## src/rtl/pipe_responder.sv

```systemverilog
`default_nettype none
// ============================================================================
// Module   : pipe_responder
// Brief    : Responder end of the pipelined valid/ready request/response bus.
//            Serves reads and writes from a local register array. Returns one
//            in-order response per request through a 2-entry response FIFO.
// Revision : 1.0 - initial release
// ============================================================================
module pipe_responder #(
    parameter int W_DATA = 32,
    parameter int W_ADDR = 16,
    parameter int N_REGS = 8
) (
    input  logic              i_clk,
    input  logic              resetn,
    input  logic              req_valid,
    output logic              req_ready,
    input  logic              req_we,
    input  logic [W_ADDR-1:0] req_addr,
    input  logic [W_DATA-1:0] req_wdata,
    output logic              rsp_valid,
    input  logic              rsp_ready,
    output logic [W_DATA-1:0] rsp_rdata,
    output logic              rsp_err,
    output logic [7:0]        o_err_cnt
);

    localparam int IDX_W = (N_REGS > 1) ? $clog2(N_REGS) : 1;
    // One extra bit so N_REGS == 2^(W_ADDR-2) is representable
    localparam logic [W_ADDR-2:0] C_NREGS = (W_ADDR-1)'(N_REGS);

    logic [W_DATA-1:0] regs_q      [N_REGS];
    logic [W_DATA-1:0] fifo_data_q [2];
    logic [1:0]        fifo_err_q;
    logic              wptr_q;
    logic              rptr_q;
    logic [1:0]        count_q;
    logic [1:0]        count_d;
    logic [7:0]        err_cnt_q;
    logic [7:0]        err_cnt_d;

    logic [W_ADDR-3:0] w_index;
    logic [IDX_W-1:0]  w_sel;
    logic              w_legal;
    logic              w_accept;
    logic              w_pop;
    logic              w_wr_en;
    logic [W_DATA-1:0] w_rsp_data;
    logic              w_rsp_err;

    // Handshake flags and outputs; ready depends only on registered count
    always_comb begin
        req_ready = resetn && (count_q < 2'd2);
        rsp_valid = (count_q != 2'd0);
        rsp_rdata = fifo_data_q[rptr_q];
        rsp_err   = fifo_err_q[rptr_q];
        o_err_cnt = err_cnt_q;
        w_accept  = req_valid && req_ready;
        w_pop     = rsp_valid && rsp_ready;
    end

    // Address decode and response formation for the request on the bus
    always_comb begin
        w_index    = req_addr[W_ADDR-1:2];
        w_sel      = w_index[IDX_W-1:0];
        w_legal    = (req_addr[1:0] == 2'b00) && ({1'b0, w_index} < C_NREGS);
        w_wr_en    = w_accept && w_legal && req_we;
        w_rsp_err  = !w_legal;
        // Register value before this edge, so a same-edge write is not visible
        w_rsp_data = (w_legal && !req_we) ? regs_q[w_sel] : '0;
    end

    // Next occupancy and saturating error count
    always_comb begin
        count_d = count_q;
        case ({w_accept, w_pop})
            2'b10:   count_d = count_q + 2'd1;
            2'b01:   count_d = count_q - 2'd1;
            default: count_d = count_q;
        endcase
        err_cnt_d = err_cnt_q;
        if (w_accept && !w_legal && (err_cnt_q != 8'hFF)) begin
            err_cnt_d = err_cnt_q + 8'd1;
        end
    end

    // Register array: legal writes land at the accept edge
    always_ff @(posedge i_clk or negedge resetn) begin
        if (!resetn) begin
            for (int i = 0; i < N_REGS; i++) begin
                regs_q[i] <= '0;
            end
        end else if (w_wr_en) begin
            regs_q[w_sel] <= req_wdata;
        end
    end

    // Response FIFO: push at accept, pop on head handshake, pointers wrap mod 2
    always_ff @(posedge i_clk or negedge resetn) begin
        if (!resetn) begin
            for (int i = 0; i < 2; i++) begin
                fifo_data_q[i] <= '0;
            end
            fifo_err_q <= '0;
            wptr_q     <= 1'b0;
            rptr_q     <= 1'b0;
            count_q    <= 2'd0;
            err_cnt_q  <= 8'd0;
        end else begin
            if (w_accept) begin
                fifo_data_q[wptr_q] <= w_rsp_data;
                fifo_err_q[wptr_q]  <= w_rsp_err;
                wptr_q              <= ~wptr_q;
            end
            if (w_pop) begin
                rptr_q <= ~rptr_q;
            end
            count_q   <= count_d;
            err_cnt_q <= err_cnt_d;
        end
    end

endmodule
`default_nettype wire

```

## config.mk

```make
export PLATFORM = sky130hd
export DESIGN_NAME = pipe_responder
export DESIGN_NICKNAME = d
export VERILOG_FILES = /design/src/rtl/pipe_responder.sv
export SDC_FILE = /design/constraint.sdc
export NUM_CORES = 1
export LEC_CHECK = 0
export CAP_MARGIN = 0
export CORE_MARGIN = 1.5
export CORE_UTILIZATION = 35
export CTS_BUF_LIST = sky130_fd_sc_hd__clkbuf_2
export CTS_CLUSTER_SIZE = 40
export DETAILED_ROUTE_END_ITERATION = 7
export MAX_ROUTING_LAYER = met4
export PLACE_DENSITY = 0.61
export SLEW_MARGIN = 20
export SYNTH_ARGS = -nofsm -noshare
export SYNTH_HDL_FRONTEND = slang
export SYNTH_SLANG_ARGS = --single-unit
```

## constraint.sdc

```tcl
create_clock -name i_clk -period 6.31 [get_ports i_clk]
set_input_delay 1.5775 -clock i_clk [delete_from_list [all_inputs] [get_ports i_clk]]
set_output_delay 1.5775 -clock i_clk [all_outputs]
set_load 0.1 [all_outputs]
```

# Yosys cells after proc, flatten, opt, wreduce, memory -nomap -nowiden
# Index checks and enable logic that the tools add are counted.
totals:
  output_inout_bits: 43
  input_bits: 53
  regBits: 334
  word_cells: 72
op_classes:
  n_reduce_logical: 17
  muxes: 19
  addsub: 3
  n_eq_ne: 3
  n_lt_le_gt_ge: 10
  bitwise_logic: 5
op_table:
  columns: ["cell", "count"]
  rows:
  - ["$bwmux 256", 1]
  - ["$mux 32", 8]
  - ["$bmux 32 s3", 1]
  - ["$demux 32 s3", 1]
  - ["$bwmux 64", 1]
  - ["$demux 32 s1", 1]
  - ["$lt 14x4->1 const B", 1]
  - ["$logic_and 1x1->1", 12]
  - ["$add 8x1->8 const B", 1]
  - ["$ne 8x8->1 const B", 1]
  - ["$ge 2x2->1 const B", 2]
  - ["$ge 4x4->1 const B", 1]
  - ["$lt 1x2->1 const B", 2]
  - ["$lt 4x1->1 const B", 1]
  - ["$not 1->2", 2]
  - ["$not 3->4", 1]
  - ["$pmux 2 s2", 1]
  - ["$reduce_bool 2->1", 2]
  - ["$mux 1", 3]
  - ["$add 2x1->2 const B", 1]
  - ["$bwmux 2", 1]
  - ["$eq 2x1->1 const B", 1]
  - ["$eq 2x2->1 const B", 1]
  - ["$logic_not 1->1", 2]
  - ["7 further kinds", 8]

# Longest topological paths before layout
# Gate-level depths: netlist of run 1.
depth:
  depth_word: 6
  depth_mapped: 6
  ltp_nobuf: 6

# Worst setup path before layout of run 1
# Ideal clock, no wire load.
synth_path:
  path_kind: "input to output"
  startpoint: "input resetn"
  endpoint: "output req_ready"
  setup_slack_ps: 1821
  arrival_time_ps: 2912
  path_buffers: 0
  stages: 1
  t_required_ps: 4733
  path_cell_list: "nor2b_1"
synth_via:
  elab_chain_cells: 1
synth_rtl:
  columns: ["element", "line", "text"]
  rows:
  - ["from (decl)", "15", "input logic resetn,"]
  - ["$logic_and 1x1->1", "53", "req_ready = resetn && (count_q < 2'd2);"]
  - ["to (decl)", "17", "output logic req_ready,"]
# Every way passes these cells.

# Final worst setup path of run 1
layout_path:
  startpoint: "register rptr_q"
  endpoint: "output rsp_rdata[20]"
layout_via:
  elab_chain_cells: 4
layout_rtl:
  columns: ["element", "line", "text"]
  rows:
  - ["from (decl)", "36", "logic rptr_q;"]
  - ["from (signal assigned)", "116", "rptr_q <= ~rptr_q;"]
  - ["$not 1->2 (implied by the code)", "55", "rsp_rdata = fifo_data_q[rptr_q];"]
  - ["$mux 32 (implied by the code) (3 in series)", "55", null]
  - ["to (decl)", "23", "output logic [W_DATA-1:0] rsp_rdata,"]
# Every way passes these cells. The select of a mux whose other input is x is not followed.

==> metrics.md, run 1 <==
| Metric | Value |
|---|---|
| Status | `complete, no violations` |
| Gr usage total | `0.167` |
| Largest net degree at the start of global routing | `between 80 and 90` |
| Final Hold Viols | `0` |
| Initial antenna violation count | `2` |
| Crit-path cells | `mux2_2, clkdlybuf4s50_1` |
| Setup violations, final | `0` |
| Final worst-path cycle share | `0.795` |
| Cells after Synth | `between 900 and 1000` |
| Min-delay src | `fifo_data_q[3]` |
| Die Y | `around 210 um` |
| Path depth of the worst reg2reg path | `5` |
| Vias post-DR | `8720` |
| Die X | `~210 um` |
| Worst Setup End Kind | `output port` |
| Critical path type | `flip-flop to output port` |
| Clock Path Buffers | `3` |
| Syn_area_per_cell | `between 15 and 20 sq um` |
| Area Overhead vs Synth | `15.9%` |
| Yosys reg bits | `approximately 330` |
| CTS tree | `built` |
| Worst R2R End | `regs_q[235]` |
| Tmin final | `between 5 and 6 ns` |
| HPWL Detailed | `19800 um` |
| Starting density of the core | `0.354` |
| Clk_lat worst skew | `a little over 0.9 ns` |
| Vias in the first global route | `9559` |
| Startpoint types | `flip-flop` |
| Max cap viols | `0` |
| Lkg Pwr | `just over 8 nW` |
| Post-route ant nets | `0` |
| Post-detailed-route wirelength per cell | `just under 20 um` |
| Setup Skew | `roughly 0.066 ns` |
| Clock sinks | `334` |
| Slew Limit Fails | `0` |
| DRC violations left | `0` |
| Achievable Freq | `~200 MHz` |
| Unrepaired setup endpoints after global routing | `false` |
| Routability congestion estimate | `approximately 0.72` |
| Final Cell Area | `~17000 sq um` |
| Final wirelength | `~34000 um` |
| CTS clk-pin slew, worst paths | `around 0.09 ns` |
| Synthesized area | `approximately 15000 sq um` |
| Die area | `43600 sq um` |
| Root buffer cell | `clkbuf_2` |
| CTS Buf Count | `87` |
| # nets final | `roughly 1200` |
| GRT overflow | `0` |
| CTS Hold Buffers Added | `0` |
| Slowest CP cell | `clkdlybuf4s50_1` |
| WHS Endpoint | `fifo_data_q[3]` |
| Start of the worst register-to-register path | `count_q[1]` |
| Reg-to-reg setup timing slack | `~3.2 ns` |
| Peak VDD IR | `approximately 0.15 mV` |
| Hold path depth | `2` |
| Post_cts resized | `0` |
| Critical Path Fanout Max | `34` |
| Slew HR | `0.303` |
| Layout cell share with drive strength beyond 1 | `0.433` |
| IO Port Bufs | `95` |
| Worst EP required | `4.73 ns` |
| Drt pass-1 iters | `4` |
| PD cells | `between 200 and 250 nW/um^2` |
| Seq/Total Area, Yosys | `0.564` |
| CTS H-tree lvls | `3` |
| Initial drt markers | `between 400 and 500` |
| Core Rows | `75` |
| Netlist cell types | `35` |
| Worst slew pin tran | `1.05 ns` |
| Num ports | `between 90 and 100` |
| Global-route wire length before repair | `55000 um` |
| Worst Path Arrival | `about 3.4 ns` |
| Min-Delay Path Class | `flip-flop to flip-flop` |
| Mapped Nets | `roughly 1000` |
| Ys Warns | `0` |
| Number of vias per cell | `between 5 and 6` |
| Cell Area, Placed | `about 16000 sq um` |
| Post-Route Setup TNS | `0 ns` |
| Core footprint | `about 42000 sq um` |
| Post-CTS setup buffer count | `0` |
| Slowest cell delay on critical path | `approximately 1.1 ns` |
-- report_power, final --
group          switching, mW  internal, mW  leakage (nW)  total [mW]
logic                  0.364         0.173          3.05       0.537
clock network          0.859         0.605         0.580        1.46
registers             0.0920          2.17          4.65        2.27
total                   1.31          2.95          8.28        4.27
-- worst max-delay path by stage --
stage               cells past startpoint             to   startpoint
global placement                        6    regs_q[243]  req_addr[6]
detailed placement                      6    regs_q[243]  req_addr[6]
finish                                  2  rsp_rdata[20]       rptr_q
CTS                                     2  rsp_rdata[20]       rptr_q
global route                            2  rsp_rdata[16]       rptr_q
floorplan                               1      req_ready       resetn
-- area by class of cell --
type,count,area [sq um]
Multi-Input combinational cell,575,6210
Clock inverter,20,138
Tap cell,539,674
Inverter,3,11.3
Clock buffer,125,626
Sequential cell,334,8360
Timing Repair Buffer,114,1140
Antenna cell,4,10.0
Fill cell,3892,24700
-- cell families (layout without fill, tap and decap cells) --
family	after synthesis	after routing	share of synthesized area
AO/OA/AOI/OAI	68	68	0.0231
AND/OR/NAND/NOR	108	108	0.0369
XOR/XNOR	11	11	0.00650
multiplexers	386	386	0.347
adder cells (fa/ha/maj)	2	2	0.00169
other	0	4	0
flip-flops	334	334	0.564
buffers and inverters	64	262	0.0207
-- per-stage QoR --
step	power [mW]	hold WS [ns]	worst slack, ns	util	cells
after floorplan	2.63	0.444	1.82	-	973
final	4.27	0.482	1.29	0.410	1714
after global placement	2.85	0.455	1.42	0.392	1565
after CTS	4.35	0.488	1.15	0.410	1710
after detailed placement	2.86	0.465	1.30	0.392	1565
after global routing	4.51	0.502	1.07	0.410	1712
-- state kept, by name (all words and copies together), names as in the netlist --
register	count
count_q	2
fifo_data_q	64
fifo_err_q	2
o_err_cnt	8
regs_q	256
rptr_q	1
wptr_q	1
-- cell usage after synthesis --
cell type | number | area (sq um)
xor2_1 | 9 | 78.8
nand4b_1 | 2 | 17.5
inv_1 | 2 | 7.51
xnor2_1 | 2 | 17.5
and4_1 | 1 | 8.76
inv_2 | 1 | 3.75
mux2_4 | 29 | 435
nand3_1 | 2 | 10.0
or2_2 | 1 | 6.26
ha_1 | 2 | 25.0
dfrtp_1 | 334 | 8360
o21ai_0 | 67 | 335
mux2i_1 | 32 | 320
nand2_1 | 72 | 270
mux2_1 | 15 | 169
o211ai_1 | 1 | 7.51
mux2_2 | 246 | 2770
and3b_1 | 1 | 8.76
and2_1 | 1 | 6.26
nor3_1 | 3 | 15.0
mux4_2 | 64 | 1440
nor2b_1 | 1 | 6.26
nor4_2 | 8 | 100
buf_6 | 3 | 33.8
nand3_2 | 1 | 10.0
nor2_1 | 6 | 22.5
nor4_1 | 3 | 18.8
buf_4 | 3 | 22.5
nand4bb_1 | 1 | 11.3
or4_1 | 1 | 7.51
nand4_1 | 3 | 18.8
clkbuf_1 | 26 | 97.6
buf_1 | 3 | 11.3
nor4b_1 | 1 | 8.76
buf_2 | 26 | 130
-- cells in the final DEF (no fill, tap or decap), drive strengths merged --
cell type	synthesis	final
nor4b	1	1
nor2b	1	1
o211ai	1	1
bufinv	0	2
clkinvlp	0	2
buf	35	22
mux2	290	290
nor2	6	6
xnor2	2	2
mux2i	32	32
nand3	3	3
o21ai	67	67
and3b	1	1
inv	3	4
nand4	3	3
and2	1	1
ha	2	2
mux4	64	64
and4	1	1
diode	0	4
nand2	72	72
clkinv	0	15
nor4	11	11
nor3	3	3
clkdlybuf4s50	0	92
or2	1	1
clkbuf	26	125
dfrtp	334	334
or4	1	1
nand4b	2	2
nand4bb	1	1
xor2	9	9
-- critical path, delay by kind of cell, from the launching register on --
kind                   cells  cell delay [ns]
multiplexers               1             0.36
buffers and inverters      1             1.14
flip-flops                 1             1.01
-- routing by layer --
layer / GRT usage / part of all wire
met5: - / 0
met4: 0.0495 / 0.014
met3: 0.0376 / 0.048
met2: 0.265 / 0.49
met1: 0.215 / 0.45
(Power assumes the default switching activity.)
==> inputs of run 2 (changes only) <==
Settings changed: PLACE_DENSITY 0.61 to 0.63.
Clock period 6.31 ns to 4.4 ns, I/O delays scaled along.
==> run 2 against run 1 <==
  * Register-to-register slack lost 1.4 ns
  * First-iteration DRC count grew 24%
  * Setup slack lost 0.60 ns
  * Largest cell class unchanged
  * Total power grew 47%
  * Critical path depth is the same
  * Sequential power grew 43%
  * Critical path type unchanged
==> metrics.md, run 2 (synthesis gave the netlist of run 1 again) <==
| Metric | Value |
|---|---|
| Startpoint types | `flip-flop` |
| Unrepaired setup endpoints after global routing | `false` |
| Starting density of the core | `0.354` |
| Reg with most FFs | `regs_q` |
| PD cells | `around 360 nW/um^2` |
| Number of vias per cell | `between 5 and 6` |
| Post-detailed-route wirelength per cell | `between 15 and 20 um` |
| Start of the worst register-to-register path | `count_q[1]` |
| Achievable Freq | `around 270 MHz` |
| Drt pass-1 iters | `4` |
| CTS clk-pin slew, worst paths | `0.08 ns` |
| Status | `complete, no violations` |
| Setup Skew | `~0.06 ns` |
| GR Layer Usage met2 | `0.262` |
| Lkg Pwr | `8.47 nW` |
| Routability congestion estimate | `roughly 0.75` |
| Core footprint | `41900 sq um` |
| Layout cell share with drive strength beyond 1 | `0.467` |
| Worst setup margin | `0.689 ns` |
| Kind of cell adding the most delay to the critical path | `buffers and inverters` |
| Worst R2R End | `regs_q[237]` |
| Grt met1 use | `0.220` |
| Tmin final | `~3.7 ns` |
| Post_cts resized | `0` |
| M3 GR Usage | `0.0338` |
| Slowest cell delay on critical path | `slightly below 1 ns` |
| Min-delay src | `fifo_data_q[27]` |
| IO Port Bufs | `95` |
| Setup violations, final | `0` |
| Final worst-path cycle share | `0.843` |
| CTS Buf Count | `87` |
| Clk_lat worst skew | `between 0.8 and 0.9 ns` |
| CTS Hold Buffers Added | `1` |
| Worst Path Arrival | `2.61 ns` |
| Crit-path cells | `or2_2, clkdlybuf4s50_1` |
| CTS tree | `built` |
| Core Rows | `75` |
| Hold path depth | `2` |
| WHS Endpoint | `fifo_data_q[27]` |
| Slowest CP cell | `clkdlybuf4s50_1` |
| Most common cell after layout, fill and taps aside | `dfrtp_1` |
| Min-Delay Path Class | `flip-flop to flip-flop` |
| GRT overflow | `0` |
| Gr usage total | `0.167` |
| Die X | `209 um` |
| Initial drt markers | `~500` |
| Worst slew pin tran | `~1.1 ns` |
| Peak VDD IR | `about 0.25 mV` |
| Commonest cells after routing, fill and taps aside | `dfrtp_1 (333), mux2_2 (246), clkbuf_2 (126), nand2_1 (72), o21ai_0 (67)` |
| DP Worst Slack | `between 0.4 and 0.5 ns` |
| Vias in the first global route | `approximately 9500` |
| HPWL Detailed | `roughly 20000 um` |
| Post-CTS setup buffer count | `0` |
| Global-route wire length before repair | `about 55000 um` |
| # nets final | `roughly 1200` |
| Clock sinks | `between 300 and 400` |
| Post-Route Setup TNS | `0 ns` |
| Area Overhead vs Synth | `16.8%` |
| DRC violations left | `0` |
| Clock Path Buffers | `3` |
| Largest net degree at the start of global routing | `roughly 190` |
| Max FFs per register | `about 260` |
| Worst EP required | `about 3.3 ns` |
| Path depth of the worst reg2reg path | `6` |
| Post-route ant nets | `0` |
| Final wirelength | `around 34000 um` |
| Critical path type | `flip-flop to output port` |
| Slew HR | `0.295` |
| Worst Setup End Kind | `output port` |
| CTS H-tree lvls | `3` |
| Buffers & Inverters on Critical Path | `1` |
| Max cap viols | `0` |
| Reg-to-reg setup timing slack | `about 1.8 ns` |
| Root buffer cell | `clkbuf_2` |
| Vias post-DR | `a little under 9000` |
| Final Hold Viols | `0` |
| Initial antenna violation count | `5` |
| Critical Path Fanout Max | `6` |
| Die area | `about 44000 sq um` |
| Num ports | `between 90 and 100` |
| Slew Limit Fails | `0` |
| Global route hottest layer | `met2` |
| Die Y | `209 um` |
run 2: worst max path at each step:
| stage | start | slack [ns] | depth (start not counted) | to |
|---|---|---|---|---|
| global route | rptr_q | 0.54 | 2 | rsp_rdata[15] |
| CTS | count_q[1] | 0.57 | 2 | rsp_valid |
| detailed placement | req_addr[15] | 0.48 | 7 | regs_q[244] |
| floorplan | resetn | 0.87 | 1 | req_ready |
| finish | count_q[1] | 0.69 | 2 | rsp_valid |
| global placement | req_addr[15] | 0.47 | 7 | regs_q[254] |
run 2: through the flow:
step / utilization / std cells / area (sq um) / power [mW] / hold WS [ns]
global placement: 0.392 / 1571 / 16400 / 4.09 / 0.455
global route: 0.413 / 1725 / 17300 / 6.62 / 0.505
finish: 0.413 / 1725 / 17300 / 6.26 / 0.481
CTS: 0.412 / 1721 / 17300 / 6.38 / 0.485
detailed placement: 0.392 / 1571 / 16400 / 4.10 / 0.465
floorplan: - / 973 / 14800 / 3.77 / 0.444
run 2: layout make-up:
class,instances,area [sq um]
Antenna cell,3,7.51
Inverter,3,11.3
Clock inverter,23,196
Tap cell,539,674
Clock buffer,126,631
Timing Repair Buffer,122,1200
Multi-Input combinational cell,575,6210
Sequential cell,334,8360
Fill cell,3872,24600
run 2: report_power, final:
group          switching, mW  total, mW  leakage, nW  internal (mW)
clock network           1.24       2.23        0.627          0.994
logic                  0.521      0.777         3.20          0.256
registers              0.131       3.25         4.65           3.12
total                   1.89       6.26         8.47           4.37
run 2: tightest hold or removal path, stage by stage, from the launching register on:
cell	delay [ns]
dfrtp_1	0.35
nand2_1	0.04
o21ai_0	0.06
run 2: metal layers:
metal  vias up  wire length, um
li1       3905                -
met1      4647            15400
met2       177            16500
met3        35             1590
met4         0              407
met5         -                0
